[src/rtl/alu_issue_ctrl.sv]
// Issue/writeback sequencer around a 16-bit combinational ALU: fetches operands
// from an internal register file, drives the ALU, and retires result and flags.
module alu_issue_ctrl #(
    parameter int DATA_W = 16,
    parameter int NREG   = 8,
    parameter int AW     = $clog2(NREG)
) (
    input  logic              clk,
    input  logic              rst,
    // Handshake: an instruction transfers on a rising edge where
    // instr_valid && instr_ready; instr_valid may stay high while busy.
    input  logic              instr_valid,
    output logic              instr_ready,
    input  logic [3:0]        instr_op,
    input  logic [AW-1:0]     instr_rd,
    input  logic [AW-1:0]     instr_rs1,
    input  logic [AW-1:0]     instr_rs2,
    input  logic [DATA_W-1:0] instr_imm,
    output logic [DATA_W-1:0] alu_a,
    output logic [DATA_W-1:0] alu_b,
    output logic [3:0]        alu_fn,
    input  logic [DATA_W-1:0] alu_d,
    input  logic              alu_z,
    input  logic              alu_c,
    input  logic              alu_n,
    input  logic              alu_v,
    output logic              done,
    output logic              err,
    output logic [3:0]        flags_q,
    output logic              busy,
    input  logic [AW-1:0]     dbg_addr,
    output logic [DATA_W-1:0] dbg_data,
    output logic [1:0]        dbg_state
);

    localparam logic [3:0] OP_ADD = 4'b0000;
    localparam logic [3:0] OP_SUB = 4'b0001;
    localparam logic [3:0] OP_MUL = 4'b0010;
    localparam logic [3:0] OP_DIV = 4'b0011;
    localparam logic [3:0] OP_LDI = 4'b1111;

    typedef enum logic [1:0] {IDLE, READ, EXEC, WB} state_t;

    state_t              state, state_next;
    logic [DATA_W-1:0]   rf [NREG];
    logic [3:0]          op_q;
    logic [AW-1:0]       rd_q, rs1_q, rs2_q;
    logic [DATA_W-1:0]   imm_q;
    logic [DATA_W-1:0]   res;
    logic [3:0]          fl;
    logic                bad;
    logic                op_legal;

    assign op_legal = (op_q == OP_ADD) || (op_q == OP_SUB) || (op_q == OP_MUL) ||
                      (op_q == OP_DIV) || (op_q == OP_LDI);

    always_ff @(posedge clk or posedge rst) begin
        if (rst) state <= IDLE;
        else     state <= state_next;
    end

    always_comb begin
        state_next  = state;
        instr_ready = 1'b0;
        done        = 1'b0;
        err         = 1'b0;
        case (state)
            IDLE: begin
                instr_ready = !rst;
                if (instr_valid && !rst) state_next = READ;
            end
            READ: state_next = EXEC;
            EXEC: state_next = WB;
            WB: begin
                done       = !bad;
                err        = bad;
                state_next = IDLE;
            end
            default: state_next = IDLE;
        endcase
    end

    assign busy      = (state != IDLE);
    assign dbg_state = state;
    assign dbg_data  = rf[dbg_addr];

    always_ff @(posedge clk or posedge rst) begin
        if (rst) begin
            op_q    <= '0;
            rd_q    <= '0;
            rs1_q   <= '0;
            rs2_q   <= '0;
            imm_q   <= '0;
            alu_a   <= '0;
            alu_b   <= '0;
            alu_fn  <= '0;
            bad     <= 1'b0;
            res     <= '0;
            fl      <= '0;
            flags_q <= '0;
            for (int i = 0; i < NREG; i++) rf[i] <= '0;
        end else begin
            case (state)
                IDLE: begin
                    if (instr_valid) begin
                        op_q  <= instr_op;
                        rd_q  <= instr_rd;
                        rs1_q <= instr_rs1;
                        rs2_q <= instr_rs2;
                        imm_q <= instr_imm;
                    end
                end
                READ: begin
                    alu_a  <= rf[rs1_q];
                    alu_b  <= rf[rs2_q];
                    alu_fn <= op_q;
                    bad    <= !op_legal || ((op_q == OP_DIV) && (rf[rs2_q] == '0));
                end
                EXEC: begin
                    res <= alu_d;
                    fl  <= {alu_z, alu_c, alu_n, alu_v};
                end
                WB: begin
                    // LDI writes the immediate and leaves the status flags alone.
                    if (!bad) begin
                        if (op_q == OP_LDI) begin
                            rf[rd_q] <= imm_q;
                        end else begin
                            rf[rd_q] <= res;
                            flags_q  <= fl;
                        end
                    end
                end
                default: ;
            endcase
        end
    end

endmodule

[config.mk]
export PLATFORM = sky130hd
export DESIGN_NAME = alu_issue_ctrl
export DESIGN_NICKNAME = d
export VERILOG_FILES = /design/src/rtl/alu_issue_ctrl.sv
export SDC_FILE = /design/constraint.sdc
export NUM_CORES = 1
export LEC_CHECK = 0
export BUFFER_PORTS_ARGS = -buffer_cell sky130_fd_sc_hd__clkbuf_2
export CORE_ASPECT_RATIO = 1.75
export CORE_MARGIN = 4
export CORE_UTILIZATION = 45
export DETAILED_ROUTE_END_ITERATION = 8
export PLACE_DENSITY = 0.73
export SLEW_MARGIN = 0
export SYNTH_ARGS = -nofsm -noshare
export SYNTH_HDL_FRONTEND = slang
export SYNTH_SLANG_ARGS = --single-unit
[constraint.sdc]
create_clock -name clk -period 16.87 [get_ports clk]
set_input_delay 1.687 -clock clk [delete_from_list [all_inputs] [get_ports clk]]
set_output_delay 1.687 -clock clk [all_outputs]
set_load 0.03 [all_outputs]
# Word level (Yosys, flattened, before mapping)
# Index checks and enable logic that the tools add are counted.
[totals]
regBits = 220
inputBits = 55
word_cells = 77
[op_classes]
magnitude_cmp = 5
eq_ne = 8
muxes = 19
n_bitwise = 6
reduce_logical = 18
[op_table]
columns = ["operator", "n"]
rows = [
  ["$bwmux 128", 2],
  ["$bmux 16 s3", 3],
  ["$mux 128", 1],
  ["$mux 16", 7],
  ["$demux 16 s3", 1],
  ["$ge 4x4->1 const B", 4],
  ["$logic_not 16->1", 1],
  ["$not 3->4", 4],
  ["$eq 4x2->1 const B", 2],
  ["$pmux 2 s4", 1],
  ["$logic_or 1x1->1", 5],
  ["$eq 2x2->1 const B", 2],
  ["$eq 4x1->1 const B", 1],
  ["$eq 4x4->1 const B", 1],
  ["$logic_not 4->1", 1],
  ["$lt 4x1->1 const B", 1],
  ["$reduce_and 2->1", 2],
  ["$logic_and 1x1->1", 3],
  ["$logic_not 1->1", 3],
  ["$mux 1", 3],
  ["$reduce_and 3->1", 1],
  ["$eq 2x1->1 const B", 1],
  ["$logic_not 2->1", 1],
  ["$mux 2", 1],
  ["3 further kinds", 4],
]

# Longest topological paths before layout
# Gate-level depths: netlist of run 1.
[logic_depth]
word_depth = 7
ltp_mapped = 8

# Least setup slack after synthesis of run 1
# Ideal clock, no wire load.
[synth_path]
path_type = "input -> register"
start = "input rst"
end = "register state[0], in the netlist dbg_state[0]"
setup_ns = 0.083
arrival_time_ns = 6.900
path_slack_ns = 9.887
cell_stages = 4
path_buffers = 0
path_cell_list = "inv_1 -> a21o_1 -> o21ai_0 -> o21ai_0"
[synth_between]
elab_chain_len = 3
[synth_lines]
columns = ["item", "line", "rtl"]
rows = [
  ["start, declared", "9", "input logic rst,"],
  ["$logic_not 1->1 (no source line)", "n/a", ""],
  ["$logic_and 1x1->1", "70", "if (instr_valid && !rst) state_next = READ;"],
  ["$ne 2x2->1 (no source line)", "n/a", ""],
  ["end signal, assigned", "59", "else state <= state_next;"],
  ["end, declared", "44", "state_t state, state_next;"],
]
# No other way between the ends.
# A chain may end at the register's enable or synchronous reset.

# Worst setup path after layout of run 1
[layout_path]
start = "input dbg_addr[0]"
end = "output dbg_data[6]"
[layout_between]
elab_chain_len = 4
[layout_lines]
columns = ["item", "line", "rtl"]
rows = [
  ["start, declared", "31", "input logic [AW-1:0] dbg_addr,"],
  ["$not 3->4 (implied by the code)", "85", "assign dbg_data = rf[dbg_addr];"],
  ["$bmux 16 s3", "85", ""],
  ["$mux 16 (implied by the code) (2 in a row)", "85", ""],
  ["end, declared", "32", "output logic [DATA_W-1:0] dbg_data,"],
]
# No other way between the ends. The select of a mux whose other input is x is not followed.

==> impl_metrics.env, run 1 <==
export IMPL_routed_via_count=7362
export IMPL_ys_seq_area_share_pct=50.0
export IMPL_synth_area_top_cells="dfrtp_1 (50%), mux4_2 (18%), mux2_2 (7.9%)"
export IMPL_cts_sinks=220
export IMPL_wire_per_inst_um=20.5
export IMPL_cp_arrival_ns=3.39
export IMPL_grt_pass1_vias=7697
export IMPL_skew_ns=0.0189
export IMPL_synth_largest_type_area_fraction_pct=50.0
export IMPL_grt_overflow_total=0
export IMPL_initial_core_util_pct=45.8
export IMPL_wl_met3_um=1680
export IMPL_clk_pin_slew_ns=0.06
export IMPL_highest_layer="met4"
export IMPL_tritoncts_num_buffers=20
export IMPL_drt_pre_antenna_iters=5
export IMPL_worst_path_most_repeated_cell="clkbuf_2"
export IMPL_core_rowCount=75
export IMPL_setup_worst_path_start_class="primary input"
export IMPL_min_delay_path_class="reg -> reg"
export IMPL_r2r_cells=6
export IMPL_die_w_um=126
export IMPL_slowest_delay_ns=0.58
export IMPL_p_per_area_nw_per_um2=215
export IMPL_min_to="imm_q[1]"
export IMPL_io_buffer_count=116
export IMPL_htree_levels=1
export IMPL_crit_type="in -> out"
export IMPL_yosysWarningCount=0
export IMPL_most_common_layout_cells="dfrtp_1 (218), clkbuf_2 (116), nor2_1 (98)"
export IMPL_wl_met2_um=14200
export IMPL_vias_per_cell=5.76
export IMPL_worstSkewPairLatency_ns=0.51
export IMPL_detail_route_wirelength_met1_um=9470
export IMPL_p_int_mw=1.61
export IMPL_synthCells=870
export IMPL_synthDistinctLibCells=30
export IMPL_leakage_nw=5.64
export IMPL_placement_cell_area_um2=11800
export IMPL_timing_final_crit_share_pct=30.1
export IMPL_worstReg2RegEnd="bad"
export IMPL_post_cts_setup_buffer_count=0
export IMPL_power_switching_mw=1.06
export IMPL_first_iter_violations=429
export IMPL_post_route_cells_drive_above_1_share_pct=34.7
export IMPL_switching_share_pct=39.7
export IMPL_worstPathMaxFanout=32
export IMPL_syn_cell_area_um2=11000
export IMPL_design_core_area_um2=24000
export IMPL_grt_max_degree=77
export IMPL_number_of_antenna_repair_diodes=0
export IMPL_grt_first_pass_wirelength_um=43100
export IMPL_grt_total_usage_pct=19.9
export IMPL_final_common_cell="dfrtp_1"
export IMPL_floorplan_io_pins=117
export IMPL_hold_buffers=0
export IMPL_worst_setup_path_end_kind="primary output"
export IMPL_power_share_sequential_pct=38.6
export IMPL_detail_placement_hpwl_um=18200
export IMPL_finalHoldViolations=0
export IMPL_max_slew_margin_rel_pct=31.0
export IMPL_cts_root_cell="clkbuf_16"
export IMPL_tritoncts_clock_tree="done"
export IMPL_grt_setup_unrepaired="no"
export IMPL_area_of_the_die_um2=27100
export IMPL_post_synth_cell_area_avg_um2=12.6
export IMPL_fin_total_pwr_mw=2.68
export IMPL_outcome="complete, no violations"
export IMPL_die_height_um=215
export IMPL_irDropWorstVdd_v=0.000101
export IMPL_wl_um=26200
export IMPL_hold_path_startpoint="imm_q[1]"
export IMPL_finish_instance_area_um2=12500
export IMPL_cpLargestDelayFamily="multiplexers"
export IMPL_max_freq_mhz=197
export IMPL_syn_nets=930
export IMPL_drt_drc_violations_left=0
export IMPL_synth_ff_latch_count=220
export IMPL_fin_setup_tns_ns=0
export IMPL_ant_nets=0
export IMPL_synthToLayoutAreaGrowth_pct=13.4
export IMPL_timing_final_crit_period_ns=5.07
export IMPL_antenna_violations_before_repair=0
export IMPL_reg2reg_slack_ns=14.15
export IMPL_cts_resized=0
export IMPL_comb_power_share_pct=44.0
export IMPL_critical_path_buf_inv_count=3
export IMPL_setup_viol_count_final=0
export IMPL_finish_net_count=1017
export IMPL_clockBufferDepth=3
export IMPL_gp_congestion=0.814
export IMPL_max_cap_viol_count=0
export IMPL_pwr_share_clk_pct=17.4
export IMPL_synth_top_cell_by_area="dfrtp_1"
export IMPL_worst_r2r_startpoint="rs2_q[1]"
export IMPL_timing_critical_path_cells="clkbuf_2 -> buf_4 -> mux4_2 -> mux2_2 -> clkbuf_2"
export IMPL_slowest_stage="mux4_2"
export IMPL_fill_cell_count=2121
export IMPL_worstMarginPinSlew_ns=1.03
export IMPL_hold_depth=1
export IMPL_finalMaxSlewViolations=0
export IMPL_worst_endpoint_required_ns=15.18
cell families (layout without fill, tap and decap cells):
logic type               Yosys count  after routing  synth area share (%)
AND/OR/NAND/NOR                  189            189                  6.95
buffers and inverters             73            174                  3.03
multiplexers                     218            218                  31.8
adder cells (fa/ha/maj)            5              5                 0.569
flip-flops                       220            220                  50.0
AO/OA/AOI/OAI                    165            165                  7.58
metal layers:
metal  vias to the layer above  track usage [%]
met5                         -                0
met3                        60             3.20
met1                      3712             23.7
met4                         0             7.27
met2                       224             36.2
li1                       3366                -
worst max-delay path by stage:
stage / to / depth (start not counted) / slack [ns] / startpoint
6_report: dbg_data[6] / 5 / 11.80 / dbg_addr[0]
5_1_grt: dbg_data[0] / 5 / 11.69 / dbg_addr[0]
4_1_cts: dbg_data[0] / 5 / 11.77 / dbg_addr[0]
3_5_place_dp: dbg_data[0] / 5 / 11.77 / dbg_addr[0]
3_3_place_gp: dbg_data[6] / 5 / 11.78 / dbg_addr[0]
2_1_floorplan: alu_a[0] / 1 / 9.14 / rst
sequential cells by signal, summed over array words and instances, names as in the netlist, 4 cells and up:
name,count
flags_q,4
fl,4
res,16
alu_b,16
alu_fn,4
op_q,4
alu_a,16
imm_q,16
rf,128
power groups by stage:
stage                     logic [mW]  registers, mW  clock network, mW
after global placement          1.16           1.02                  0
after global routing            1.29           1.07              0.499
final                           1.18           1.03              0.466
after CTS                       1.19           1.03              0.478
after floorplan                0.869           1.03                  0
after detailed placement        1.19           1.04                  0
through the flow:
step / hold slack [ns] / worst slack, ns / cells / util [%]
2_1_floorplan: 0.474 / 9.14 / 870 / -
3_3_place_gp: 0.484 / 11.78 / 1243 / 49.1
3_5_place_dp: 0.492 / 11.77 / 1243 / 49.1
4_1_cts: 0.506 / 11.77 / 1279 / 51.9
5_1_grt: 0.512 / 11.69 / 1279 / 51.9
6_report: 0.502 / 11.80 / 1279 / 51.9
worst reg2reg max path: stages (launching register included):
cell     delay (ns)
dfrtp_1        0.60
buf_4          0.50
mux4_2         0.56
mux2i_1        0.26
nand4_1        0.30
nor3_1         0.26
a31o_1         0.16
area by class of cell:
| class | count | area [um^2] | area share [%] |
|---|---|---|---|
| sequential | 220 | 5510 | 44.2 |
| multi-input combinational | 577 | 5170 | 41.5 |
| clock inverter | 4 | 70.1 | 0.562 |
| inverter | 4 | 22.5 | 0.181 |
| tap | 308 | 385 | 3.09 |
| timing repair buffer | 134 | 716 | 5.74 |
| clock buffer | 32 | 597 | 4.78 |
synthesized netlist by cell type:
| cell | n |
|---|---|
| dfrtp_1 | 220 |
| nor2_1 | 99 |
| a21oi_1 | 94 |
| mux4_2 | 90 |
| mux2_2 | 77 |
| nand2_1 | 73 |
| o21ai_0 | 68 |
| clkbuf_1 | 49 |
| mux2i_1 | 45 |
| buf_2 | 13 |
| mux4_1 | 6 |
| ha_1 | 5 |
| inv_1 | 4 |
| nand4_1 | 4 |
| buf_6 | 3 |
| nor2b_1 | 3 |
| buf_1 | 2 |
| nand3b_1 | 2 |
| nor3b_2 | 2 |
| a21o_1 | 1 |
| a31o_1 | 1 |
| a31oi_1 | 1 |
| and2_1 | 1 |
| and3_1 | 1 |
| buf_12 | 1 |
| buf_4 | 1 |
| nand2b_1 | 1 |
| nand3_1 | 1 |
| nor3_1 | 1 |
| nor4_1 | 1 |
No activity file was read; power rests on OpenSTA's default activity.
==> run 2: changes to the inputs <==
- clock period: 16.87 -> 5 ns (I/O delays scaled with it)
==> run 2 against run 1 <==
Against the previous run: clock-buffer cell count is 4 lower; sequential cell count stayed put; die area stayed put; non-clock buffer count is 2 higher; worst setup slack worse by 9.9 ns; critical path depth stayed put; clock power grew to 3.4 times the previous value; sequential share of layout area is 0.097 points lower; first-iteration DRC count is 0.93% lower; final cell count hardly changed; core utilization is 0.11 points higher; highest routed layer unchanged; worst hold slack worse by 0.29 ns.
==> impl_metrics.env, run 2 (same netlist as run 1, synthesis figures left out) <==
export IMPL_pwr_share_clk_pct=17.3
export IMPL_finish_net_count=1020
export IMPL_htree_levels=1
export IMPL_grt_first_pass_wirelength_um=43900
export IMPL_grt_total_usage_pct=20.3
export IMPL_timing_final_crit_period_ns=3.08
export IMPL_floorplan_io_pins=117
export IMPL_power_switching_mw=3.63
export IMPL_clockBufferDepth=3
export IMPL_cp_arrival_ns=2.58
export IMPL_max_cap_viol_count=0
export IMPL_finalWorstSetupSlack_ns=1.92
export IMPL_p_int_mw=5.43
export IMPL_finalMaxSlewViolations=0
export IMPL_timing_final_crit_share_pct=61.6
export IMPL_placement_cell_area_um2=11800
export IMPL_worst_endpoint_required_ns=4.50
export IMPL_fill_cell_count=2128
export IMPL_initial_core_util_pct=45.8
export IMPL_drt_drc_violations_left=0
export IMPL_core_rowCount=75
export IMPL_crit_type="in -> out"
export IMPL_cts_sinks=220
export IMPL_min_delay_path_class="in -> reg"
export IMPL_fin_total_pwr_mw=9.06
export IMPL_wl_um=27000
export IMPL_fin_setup_tns_ns=0
export IMPL_worstPathMaxFanout=17
export IMPL_worstSkewPairLatency_ns=0.51
export IMPL_sequential_cell_area_um2=5510
export IMPL_first_iter_violations=425
export IMPL_comb_power_share_pct=43.7
export IMPL_design_core_area_um2=24000
export IMPL_die_w_um=126
export IMPL_worst_path_most_repeated_cell="clkbuf_2"
export IMPL_clk_pin_slew_ns=0.07
export IMPL_slowest_stage="mux4_2"
export IMPL_switching_share_pct=40.1
export IMPL_setup_viol_count_final=0
export IMPL_setup_worst_path_start_class="primary input"
export IMPL_largest_register="rf"
export IMPL_tritoncts_clock_tree="done"
export IMPL_post_cts_setup_buffer_count=0
export IMPL_grt_max_degree=116
export IMPL_grt_pass1_vias=8018
export IMPL_finish_cell_count_without_fillers=1280
export IMPL_vias_per_cell=5.79
export IMPL_antenna_violations_before_repair=0
export IMPL_detail_placement_hpwl_um=18300
export IMPL_drt_pre_antenna_iters=5
export IMPL_leakage_nw=5.65
export IMPL_p_per_area_nw_per_um2=725
export IMPL_slowest_delay_ns=0.55
export IMPL_max_ffs_per_register=128
export IMPL_synthToLayoutAreaGrowth_pct=13.6
export IMPL_grt_overflow_total=0
export IMPL_finalHoldViolations=0
export IMPL_max_freq_mhz=325
export IMPL_tritoncts_num_buffers=21
export IMPL_most_common_layout_cells="dfrtp_1 (218), clkbuf_2 (116), nor2_1 (98)"
export IMPL_number_of_antenna_repair_diodes=0
export IMPL_irDropWorstVdd_v=0.000300
export IMPL_grt_setup_unrepaired="no"
export IMPL_finish_instance_area_um2=12500
export IMPL_io_buffer_count=116
export IMPL_ant_nets=0
export IMPL_cts_root_cell="clkbuf_16"
export IMPL_placedCellCount=1244
export IMPL_worstMarginPinSlew_ns=1.22
export IMPL_power_share_sequential_pct=39.0
export IMPL_wire_per_inst_um=21.1
export IMPL_area_of_the_die_um2=27100
export IMPL_multi_input_comb_area_um2=5170
export IMPL_worst_setup_path_end_kind="primary output"
export IMPL_outcome="complete, no violations"
export IMPL_gp_congestion=0.827
export IMPL_final_common_cell="dfrtp_1"
export IMPL_die_height_um=215
export IMPL_routed_via_count=7416
export IMPL_detailedPlace_worstSlack_ns=1.91
export IMPL_post_route_cells_drive_above_1_share_pct=35.3
export IMPL_skew_ns=0.0124
export IMPL_max_slew_margin_rel_pct=18.5
export IMPL_timing_critical_path_cells="clkbuf_2 -> buf_4 -> mux4_2 -> mux2_2 -> clkbuf_2"
==> run 2: layout make-up <==
cell class	instances	share of cell area [%]
sequential	220	44.1
tap	308	3.08
inverter	4	0.150
timing repair buffer	136	5.97
clock buffer	28	4.81
multi-input combinational	577	41.4
clock inverter	7	0.530
==> run 2: path summary, 6_finish.rpt <==
kind | start | end | slack [ns] | depth (start not counted)
min in group asynchronous | rst | res[1] | 0.48 | 3
hold reg to reg | imm_q[5] | imm_q[5] | 0.50 | 1
max in group asynchronous | rst | alu_a[5] | 3.49 | 4
setup reg to reg | rs2_q[1] | bad | 2.12 | 6
setup / recovery | dbg_addr[0] | dbg_data[5] | 1.92 | 5
hold / removal | instr_imm[0] | imm_q[0] | 0.22 | 2
==> run 2: stage by stage <==
step	hold WS (ns)	util, %
after floorplan	0.474	-
after CTS	0.204	52.0
after detailed placement	0.462	49.2
after global placement	0.465	49.2
final	0.216	52.0
after global routing	0.216	52.0
==> run 2: critical path, delay by kind of cell <==
kind,cells,cell delay (ns)
multiplexers,2,0.86
buffers and inverters,3,1.20
==> run 2: per-layer routing <==
metal  GRT usage, %  share of wire, %
met4           7.84               3.5
met3           2.78               5.3
met1           24.1                37
met5              0                 0
met2           36.8                54
==> run 2: power by group through the flow <==
stage / sequential, mW / combinational [mW] / clock [mW]
6_report: 3.53 / 3.96 / 1.57
5_1_grt: 3.65 / 4.33 / 1.68
4_1_cts: 3.51 / 4.00 / 1.61
3_5_place_dp: 3.55 / 3.97 / 0
3_3_place_gp: 3.49 / 3.89 / 0
2_1_floorplan: 3.47 / 2.93 / 0
==> run 2: repair_timing <==
action                                  in CTS  in global routing
endpoints found under the setup margin       0                  0
hold endpoints to repair                     6                  0
resized for setup                            0                  0
hold buffers                                 1                  0
